`src/rtl/adc_idelay_tap_calib_if.sv`:
```
// Bundle between the tap calibrator and the capture / register side.
//  calib_start        start pulse from the register interface
//  adc_data_in        captured ADC data, one sample per cycle
//  idelay_ld          per-lane IODELAY LD strobe
//  idelay_cntvaluein  per-lane tap values, lane j in [j*TAP_BITS +: TAP_BITS]
//  calib_busy         calibration in progress
//  calib_done         calibration finished
//  calib_err          per-lane "no usable window" flags
// master: the calibrator.  slave: the surrounding logic / testbench.
interface adc_idelay_tap_calib_if #(
  parameter int unsigned ADC_DATA_WIDTH = 8,
  parameter int unsigned TAP_BITS       = 5
);
  logic                               calib_start;
  logic [ADC_DATA_WIDTH-1:0]          adc_data_in;
  logic [ADC_DATA_WIDTH-1:0]          idelay_ld;
  logic [TAP_BITS*ADC_DATA_WIDTH-1:0] idelay_cntvaluein;
  logic                               calib_busy;
  logic                               calib_done;
  logic [ADC_DATA_WIDTH-1:0]          calib_err;

  modport master (
    input  calib_start, adc_data_in,
    output idelay_ld, idelay_cntvaluein, calib_busy, calib_done, calib_err
  );

  modport slave (
    output calib_start, adc_data_in,
    input  idelay_ld, idelay_cntvaluein, calib_busy, calib_done, calib_err
  );
endinterface

```
`src/rtl/adc_idelay_tap_calib.sv`:
```
// Per-lane IODELAY training controller. For each lane in turn it sweeps all
// taps, checks the toggling ADC training pattern at each tap, tracks the
// longest passing run and finally loads the centre of that run.
//  adc_clk_bufr  capture-domain clock (also IODELAY C)
//  rst_sync      synchronous reset, active-high
//  bus           adc_idelay_tap_calib_if.master (start, data, LD/tap, status)
module adc_idelay_tap_calib #(
  parameter int unsigned ADC_DATA_WIDTH = 8,
  parameter int unsigned TAP_BITS       = 5,
  parameter int unsigned NUM_TAPS       = 32,
  parameter int unsigned SETTLE_CYCLES  = 16,
  parameter int unsigned COMPARE_CYCLES = 64,
  parameter int unsigned MIN_WINDOW     = 4
) (
  input logic                    adc_clk_bufr,
  input logic                    rst_sync,
  adc_idelay_tap_calib_if.master bus
);

  localparam int unsigned LANE_W  = (ADC_DATA_WIDTH > 1) ? $clog2(ADC_DATA_WIDTH) : 1;
  localparam int unsigned LEN_W   = TAP_BITS + 1;
  localparam int unsigned CNT_MAX = (SETTLE_CYCLES > COMPARE_CYCLES) ? SETTLE_CYCLES : COMPARE_CYCLES;
  localparam int unsigned CNT_W   = $clog2(CNT_MAX + 1);

  typedef enum logic [2:0] {
    S_IDLE, S_LOAD, S_SETTLE, S_CHECK, S_NEXT_TAP, S_EVAL, S_APPLY, S_DONE
  } state_t;

  state_t              state;
  logic [LANE_W-1:0]   lane;
  logic [TAP_BITS-1:0] tap;
  logic [CNT_W-1:0]    cnt;
  logic                tap_fail;
  logic                prev_bit;
  logic [TAP_BITS-1:0] cur_start;
  logic [LEN_W-1:0]    cur_len;
  logic [TAP_BITS-1:0] best_start;
  logic [LEN_W-1:0]    best_len;
  logic [TAP_BITS-1:0] centre;

  logic                sample_bit_c;
  logic                last_tap_c;
  logic                close_c;
  logic                take_c;
  logic [LEN_W-1:0]    new_len_c;
  logic [TAP_BITS-1:0] new_start_c;
  logic [TAP_BITS-1:0] centre_c;
  logic                window_ok_c;

  // Run-tracker update for the tap just checked; a run closes on a failing
  // tap or at the last tap, and only a strictly longer run replaces the best.
  always_comb begin
    sample_bit_c = bus.adc_data_in[lane];
    last_tap_c   = (tap == TAP_BITS'(NUM_TAPS - 1));
    new_len_c    = tap_fail ? cur_len : cur_len + LEN_W'(1);
    new_start_c  = (!tap_fail && (cur_len == '0)) ? tap : cur_start;
    close_c      = tap_fail || last_tap_c;
    take_c       = close_c && (new_len_c > best_len);
    window_ok_c  = (best_len >= LEN_W'(MIN_WINDOW));
    centre_c     = best_start + TAP_BITS'((best_len - LEN_W'(1)) >> 1);
  end

  // Sweep FSM with registered outputs.
  always_ff @(posedge adc_clk_bufr) begin
    if (rst_sync) begin
      state                 <= S_IDLE;
      lane                  <= '0;
      tap                   <= '0;
      cnt                   <= '0;
      tap_fail              <= 1'b0;
      prev_bit              <= 1'b0;
      cur_start             <= '0;
      cur_len               <= '0;
      best_start            <= '0;
      best_len              <= '0;
      centre                <= '0;
      bus.idelay_ld         <= '0;
      bus.idelay_cntvaluein <= '0;
      bus.calib_busy        <= 1'b0;
      bus.calib_done        <= 1'b0;
      bus.calib_err         <= '0;
    end else begin
      bus.idelay_ld <= '0;
      case (state)
        S_IDLE, S_DONE: begin
          if (bus.calib_start) begin
            state          <= S_LOAD;
            bus.calib_busy <= 1'b1;
            bus.calib_done <= 1'b0;
            bus.calib_err  <= '0;
            lane           <= '0;
            tap            <= '0;
            cur_start      <= '0;
            cur_len        <= '0;
            best_start     <= '0;
            best_len       <= '0;
          end
        end

        S_LOAD: begin
          bus.idelay_ld <= ADC_DATA_WIDTH'(1) << lane;
          bus.idelay_cntvaluein[lane*TAP_BITS +: TAP_BITS] <= tap;
          tap_fail <= 1'b0;
          cnt      <= '0;
          state    <= S_SETTLE;
        end

        S_SETTLE: begin
          if (cnt == CNT_W'(SETTLE_CYCLES - 1)) begin
            cnt   <= '0;
            state <= S_CHECK;
          end else begin
            cnt <= cnt + CNT_W'(1);
          end
        end

        // First sample is the reference; each later one must invert the previous.
        S_CHECK: begin
          prev_bit <= sample_bit_c;
          if ((cnt != '0) && (sample_bit_c == prev_bit)) tap_fail <= 1'b1;
          if (cnt == CNT_W'(COMPARE_CYCLES - 1)) begin
            cnt   <= '0;
            state <= S_NEXT_TAP;
          end else begin
            cnt <= cnt + CNT_W'(1);
          end
        end

        S_NEXT_TAP: begin
          cur_start <= new_start_c;
          cur_len   <= tap_fail ? '0 : new_len_c;
          if (take_c) begin
            best_start <= new_start_c;
            best_len   <= new_len_c;
          end
          if (last_tap_c) begin
            state <= S_EVAL;
          end else begin
            tap   <= tap + TAP_BITS'(1);
            state <= S_LOAD;
          end
        end

        S_EVAL: begin
          if (window_ok_c) begin
            centre <= centre_c;
          end else begin
            centre              <= '0;
            bus.calib_err[lane] <= 1'b1;
          end
          state <= S_APPLY;
        end

        S_APPLY: begin
          bus.idelay_ld <= ADC_DATA_WIDTH'(1) << lane;
          bus.idelay_cntvaluein[lane*TAP_BITS +: TAP_BITS] <= centre;
          if (lane == LANE_W'(ADC_DATA_WIDTH - 1)) begin
            bus.calib_busy <= 1'b0;
            bus.calib_done <= 1'b1;
            state          <= S_DONE;
          end else begin
            lane       <= lane + LANE_W'(1);
            tap        <= '0;
            cur_start  <= '0;
            cur_len    <= '0;
            best_start <= '0;
            best_len   <= '0;
            state      <= S_LOAD;
          end
        end

        default: state <= S_IDLE;
      endcase
    end
  end

endmodule

```
`src/flat_wrapper.sv`:
```
// flat-port wrapper written by rule: the top's interface ports become plain ports
module adc_idelay_tap_calib_flat 
#(
  parameter int unsigned ADC_DATA_WIDTH = 8,
  parameter int unsigned TAP_BITS       = 5,
  parameter int unsigned NUM_TAPS       = 32,
  parameter int unsigned SETTLE_CYCLES  = 16,
  parameter int unsigned COMPARE_CYCLES = 64,
  parameter int unsigned MIN_WINDOW     = 4
)
  (adc_clk_bufr, rst_sync, bus_calib_start, bus_adc_data_in, bus_idelay_ld, bus_idelay_cntvaluein, bus_calib_busy, bus_calib_done, bus_calib_err);
  adc_idelay_tap_calib_if #(.ADC_DATA_WIDTH(ADC_DATA_WIDTH), .TAP_BITS(TAP_BITS)) bus_i ();
  input logic adc_clk_bufr;
  input logic rst_sync;
  input wire logic [$bits(bus_i.calib_start)-1:0] bus_calib_start;
  input wire logic [$bits(bus_i.adc_data_in)-1:0] bus_adc_data_in;
  output wire logic [$bits(bus_i.idelay_ld)-1:0] bus_idelay_ld;
  output wire logic [$bits(bus_i.idelay_cntvaluein)-1:0] bus_idelay_cntvaluein;
  output wire logic [$bits(bus_i.calib_busy)-1:0] bus_calib_busy;
  output wire logic [$bits(bus_i.calib_done)-1:0] bus_calib_done;
  output wire logic [$bits(bus_i.calib_err)-1:0] bus_calib_err;
  assign bus_i.calib_start = bus_calib_start;
  assign bus_i.adc_data_in = bus_adc_data_in;
  assign bus_idelay_ld = bus_i.idelay_ld;
  assign bus_idelay_cntvaluein = bus_i.idelay_cntvaluein;
  assign bus_calib_busy = bus_i.calib_busy;
  assign bus_calib_done = bus_i.calib_done;
  assign bus_calib_err = bus_i.calib_err;
  adc_idelay_tap_calib #(.ADC_DATA_WIDTH(ADC_DATA_WIDTH), .TAP_BITS(TAP_BITS), .NUM_TAPS(NUM_TAPS), .SETTLE_CYCLES(SETTLE_CYCLES), .COMPARE_CYCLES(COMPARE_CYCLES), .MIN_WINDOW(MIN_WINDOW)) u_core (.adc_clk_bufr(adc_clk_bufr), .rst_sync(rst_sync), .bus(bus_i));
endmodule
```
`config.mk`:
```
export PLATFORM = sky130hd
export DESIGN_NAME = adc_idelay_tap_calib_flat
export DESIGN_NICKNAME = d
export VERILOG_FILES = /design/src/rtl/adc_idelay_tap_calib_if.sv /design/src/rtl/adc_idelay_tap_calib.sv /design/src/flat_wrapper.sv
export SDC_FILE = /design/constraint.sdc
export NUM_CORES = 1
export LEC_CHECK = 0
export BUFFER_PORTS_ARGS = -buffer_cell sky130_fd_sc_hd__buf_2
export CAP_MARGIN = 20
export CORE_MARGIN = 2
export CORE_UTILIZATION = 45
export CTS_CLUSTER_SIZE = 40
export DETAILED_ROUTE_END_ITERATION = 8
export GPL_TIMING_DRIVEN = 1
export PLACE_DENSITY = 0.72
export SLEW_MARGIN = 20
export SYNTH_ARGS = -nofsm -noshare
export SYNTH_HDL_FRONTEND = slang
export SYNTH_SLANG_ARGS = --single-unit
```
`constraint.sdc`:
```
create_clock -name adc_clk_bufr -period 3.6 [get_ports adc_clk_bufr]
set_clock_uncertainty 0.1 [all_clocks]
set_input_delay 0.9 -clock adc_clk_bufr [delete_from_list [all_inputs] [get_ports adc_clk_bufr]]
set_output_delay 0.9 -clock adc_clk_bufr [all_outputs]
set_load 0.01 [all_outputs]
```
==> results_dict.tcl <==
set metrics [dict create \
    synth.net_count 624 \
    final_cells 786 \
    path_class "reg -> reg" \
    clk_latency_ns 0.35 \
    synthesis.area_sq_mm 0.00513 \
    avgRoutedWirePerCell_um 15.4 \
    place_hpwl_um 8680 \
    synth.distinct_cells 60 \
    grt_use_total 0.204 \
    grt_pass1_wl_um 20900 \
    crit_path_end_kind "flop" \
    hold_buffers 0 \
    place_inst 771 \
    final_common_cell "dfxtp_1" \
    antenna_found_initial 0 \
    fin_crit_sh 0.869 \
    ctsResizeCount 0 \
    final_hold_viol_count 0 \
    cts_setup_buffers 0 \
    io_pins 69 \
    fin_util 0.534 \
    cts.path.max_buffers 2 \
    port_buffers 68 \
    cp_cell_sequence "nand4b_1 > nor2_1 > xor2_1 > ha_1 > and4_1 > a31o_2 > a31oi_1 > a21oi_1 > a311oi_1" \
    synth.avg_cell_area_sq_um 8.77 \
    critPathRequiredTime_ns 3.76 \
    die_w_um 111 \
    chipHeight_um 111 \
    ys.flop_type "dfxtp_1" \
    slew_violations 0 \
    power.density_mw_per_mm2 421 \
    grt_max_degree 55 \
    grt_pass1_vias 4242 \
    cts_max_level 3 \
    run_status "complete, no violations" \
    setup_viol 0 \
    async_flop_share 0 \
    cts_buffers 9 \
    cts_sinks 105 \
    seq_area_sq_mm 0.00210 \
    coreArea_sq_mm 0.0110 \
    routed_wl_um 12100 \
    rows 38 \
    rsz0062_at_grt "false" \
    routabilityCongestion 0.833 \
    slew_headroom 0.341 \
    final_cell_mix "105 x dfxtp_1, 100 x nor2_1, 68 x buf_2, 44 x mux2i_1, 42 x nand2_1" \
    yosys_warnings 0 \
    cp_max_fo 9 \
    drtAntennaViolNets 0 \
    cts_tree "built" \
    synth_cells 585 \
    viasPerCell 5.52 \
    syn2layout_area_growth_pct 14.2 \
    p_total_mw 2.47 \
    ys_ff_latch 105 \
    root_buffer "clkbuf_16" \
    fillers 1009 \
    worstPathArrival_ns 3.28 \
    clk_pin_slew_ns 0.07 \
    p_leak_nw 2.59 \
    drive_above_1_share 0.166 \
    route.detailed.drc 0 \
    multi_input_area_sq_mm 0.00284 \
    min_period_ns 3.13 \
    fin_area_sq_mm 0.00586 \
    post_dp_cell_area_sq_mm 0.00557 \
    dp_slack_ns 0.498 \
    die_area_sq_mm 0.0123 \
    critPathMaxStageDelay_ns 0.58 \
    drv_cap 0 \
    yosysSeqAreaShare 0.410 \
    critPathLaunchType "flop" \
    critical_path_buf_inv_count 0 \
    drt_iter0_drc 267 \
    fin_hold_ws_ns 0.346 \
    n_antenna_cell 0 \
    setup_tns_ns 0 \
    max_freq_mhz 320 \
    crit_slowest_cell "a31oi_1" \
    path_delay_family "compound AO/OA/AOI/OAI gates" \
    hp-class "reg -> reg" \
    start_util 0.467 \
    ir_drop_mv 0.289 \
    synth_edf_count 0 \
    tightest_slew_ns 0.976 \
    vias 4337 \
    first_pass_iters 4 \
    fin_ws_ns 0.472 \
    grt_remaining_overflow 0 \
    final_net_count 681 \
]
-- layer usage --
metal	GRT usage	up-vias	wire (um)
li1	-	2172	-
met4	0.0758	0	144
met5	0	-	0
met1	0.269	2058	5580
met2	0.338	94	5840
met3	0.0334	13	542
-- kinds of logic (layout without fill, tap and decap cells) --
| group | after synthesis | after routing | share of synthesized area |
|---|---|---|---|
| fa+ha+maj | 28 | 28 | 0.0697 |
| mux | 47 | 47 | 0.0946 |
| buf+inv | 48 | 109 | 0.0378 |
| xor+xnor | 17 | 17 | 0.0290 |
| simple gates | 228 | 228 | 0.213 |
| compound gates | 112 | 112 | 0.146 |
| flops | 105 | 105 | 0.410 |
-- synthesized netlist by cell type (8+ instances only) --
cell | number | area, sq um
xnor2_1 | 11 | 96.3
o21ai_0 | 14 | 70.1
clkbuf_1 | 16 | 60.1
inv_1 | 20 | 75.1
o211ai_1 | 8 | 60.1
a211oi_1 | 13 | 97.6
nor2_1 | 100 | 375
buf_2 | 8 | 40.0
nand3_1 | 16 | 80.1
a21oi_1 | 37 | 185
mux2i_1 | 44 | 440
ha_1 | 27 | 338
dfxtp_1 | 105 | 2100
and2_1 | 9 | 56.3
nand2_1 | 42 | 158
nor3_1 | 11 | 55.1
-- worst paths after layout --
check / cells after the start / from / endpoint / slack [ns]
worst max-delay path: 9 / u_core.tap_fail / u_core.best_len[0] / 0.47
worst min-delay path: 2 / u_core.bus.calib_done / u_core.bus.calib_done / 0.35
worst max register to register: 9 / u_core.tap_fail / u_core.best_len[0] / 0.47
worst min register to register: 2 / u_core.bus.calib_done / u_core.bus.calib_done / 0.35
-- worst reg2reg max path, delay by kind of cell, from the launching register on --
family,cells,cell delay [ns]
adders and majority gates,1,0.31
AOI/OAI and AO/OA,4,1.26
and+or+nand+nor,3,0.71
DFF,1,0.40
xor gates and xnor gates,1,0.26
-- state kept, by name, summed over array words and instances, names as in the netlist --
| register | cells |
|---|---|
| u_core.cnt | 7 |
| u_core.bus.calib_done | 1 |
| u_core.cur_start | 5 |
| u_core.best_start | 5 |
| u_core.centre | 5 |
| u_core.tap_fail | 1 |
| u_core.cur_len | 6 |
| u_core.bus.idelay_cntvaluein | 40 |
| u_core.bus.calib_err | 8 |
| u_core.tap | 5 |
| u_core.prev_bit | 1 |
| u_core.bus.idelay_ld | 8 |
| u_core.bus.calib_busy | 1 |
| u_core.state | 3 |
| u_core.lane | 3 |
| u_core.best_len | 6 |
-- layout make-up --
| cell class | instances | area share |
|---|---|---|
| Inverter | 22 | 0.0141 |
| Clock buffer | 10 | 0.0408 |
| Tap cell | 140 | 0.0299 |
| Clock inverter | 5 | 0.00961 |
| Sequential cell | 105 | 0.359 |
| Multi-Input combinational cell | 432 | 0.484 |
| Timing Repair Buffer | 72 | 0.0632 |
-- power by group --
part           switching [mW]  total, mW  leakage, nW  internal [mW]
combinational           0.167      0.261         1.60         0.0949
sequential             0.0275       1.21        0.848           1.18
clock                   0.439      0.992        0.144          0.553
total                   0.633       2.47         2.59           1.83
(Power assumes the default switching activity.)
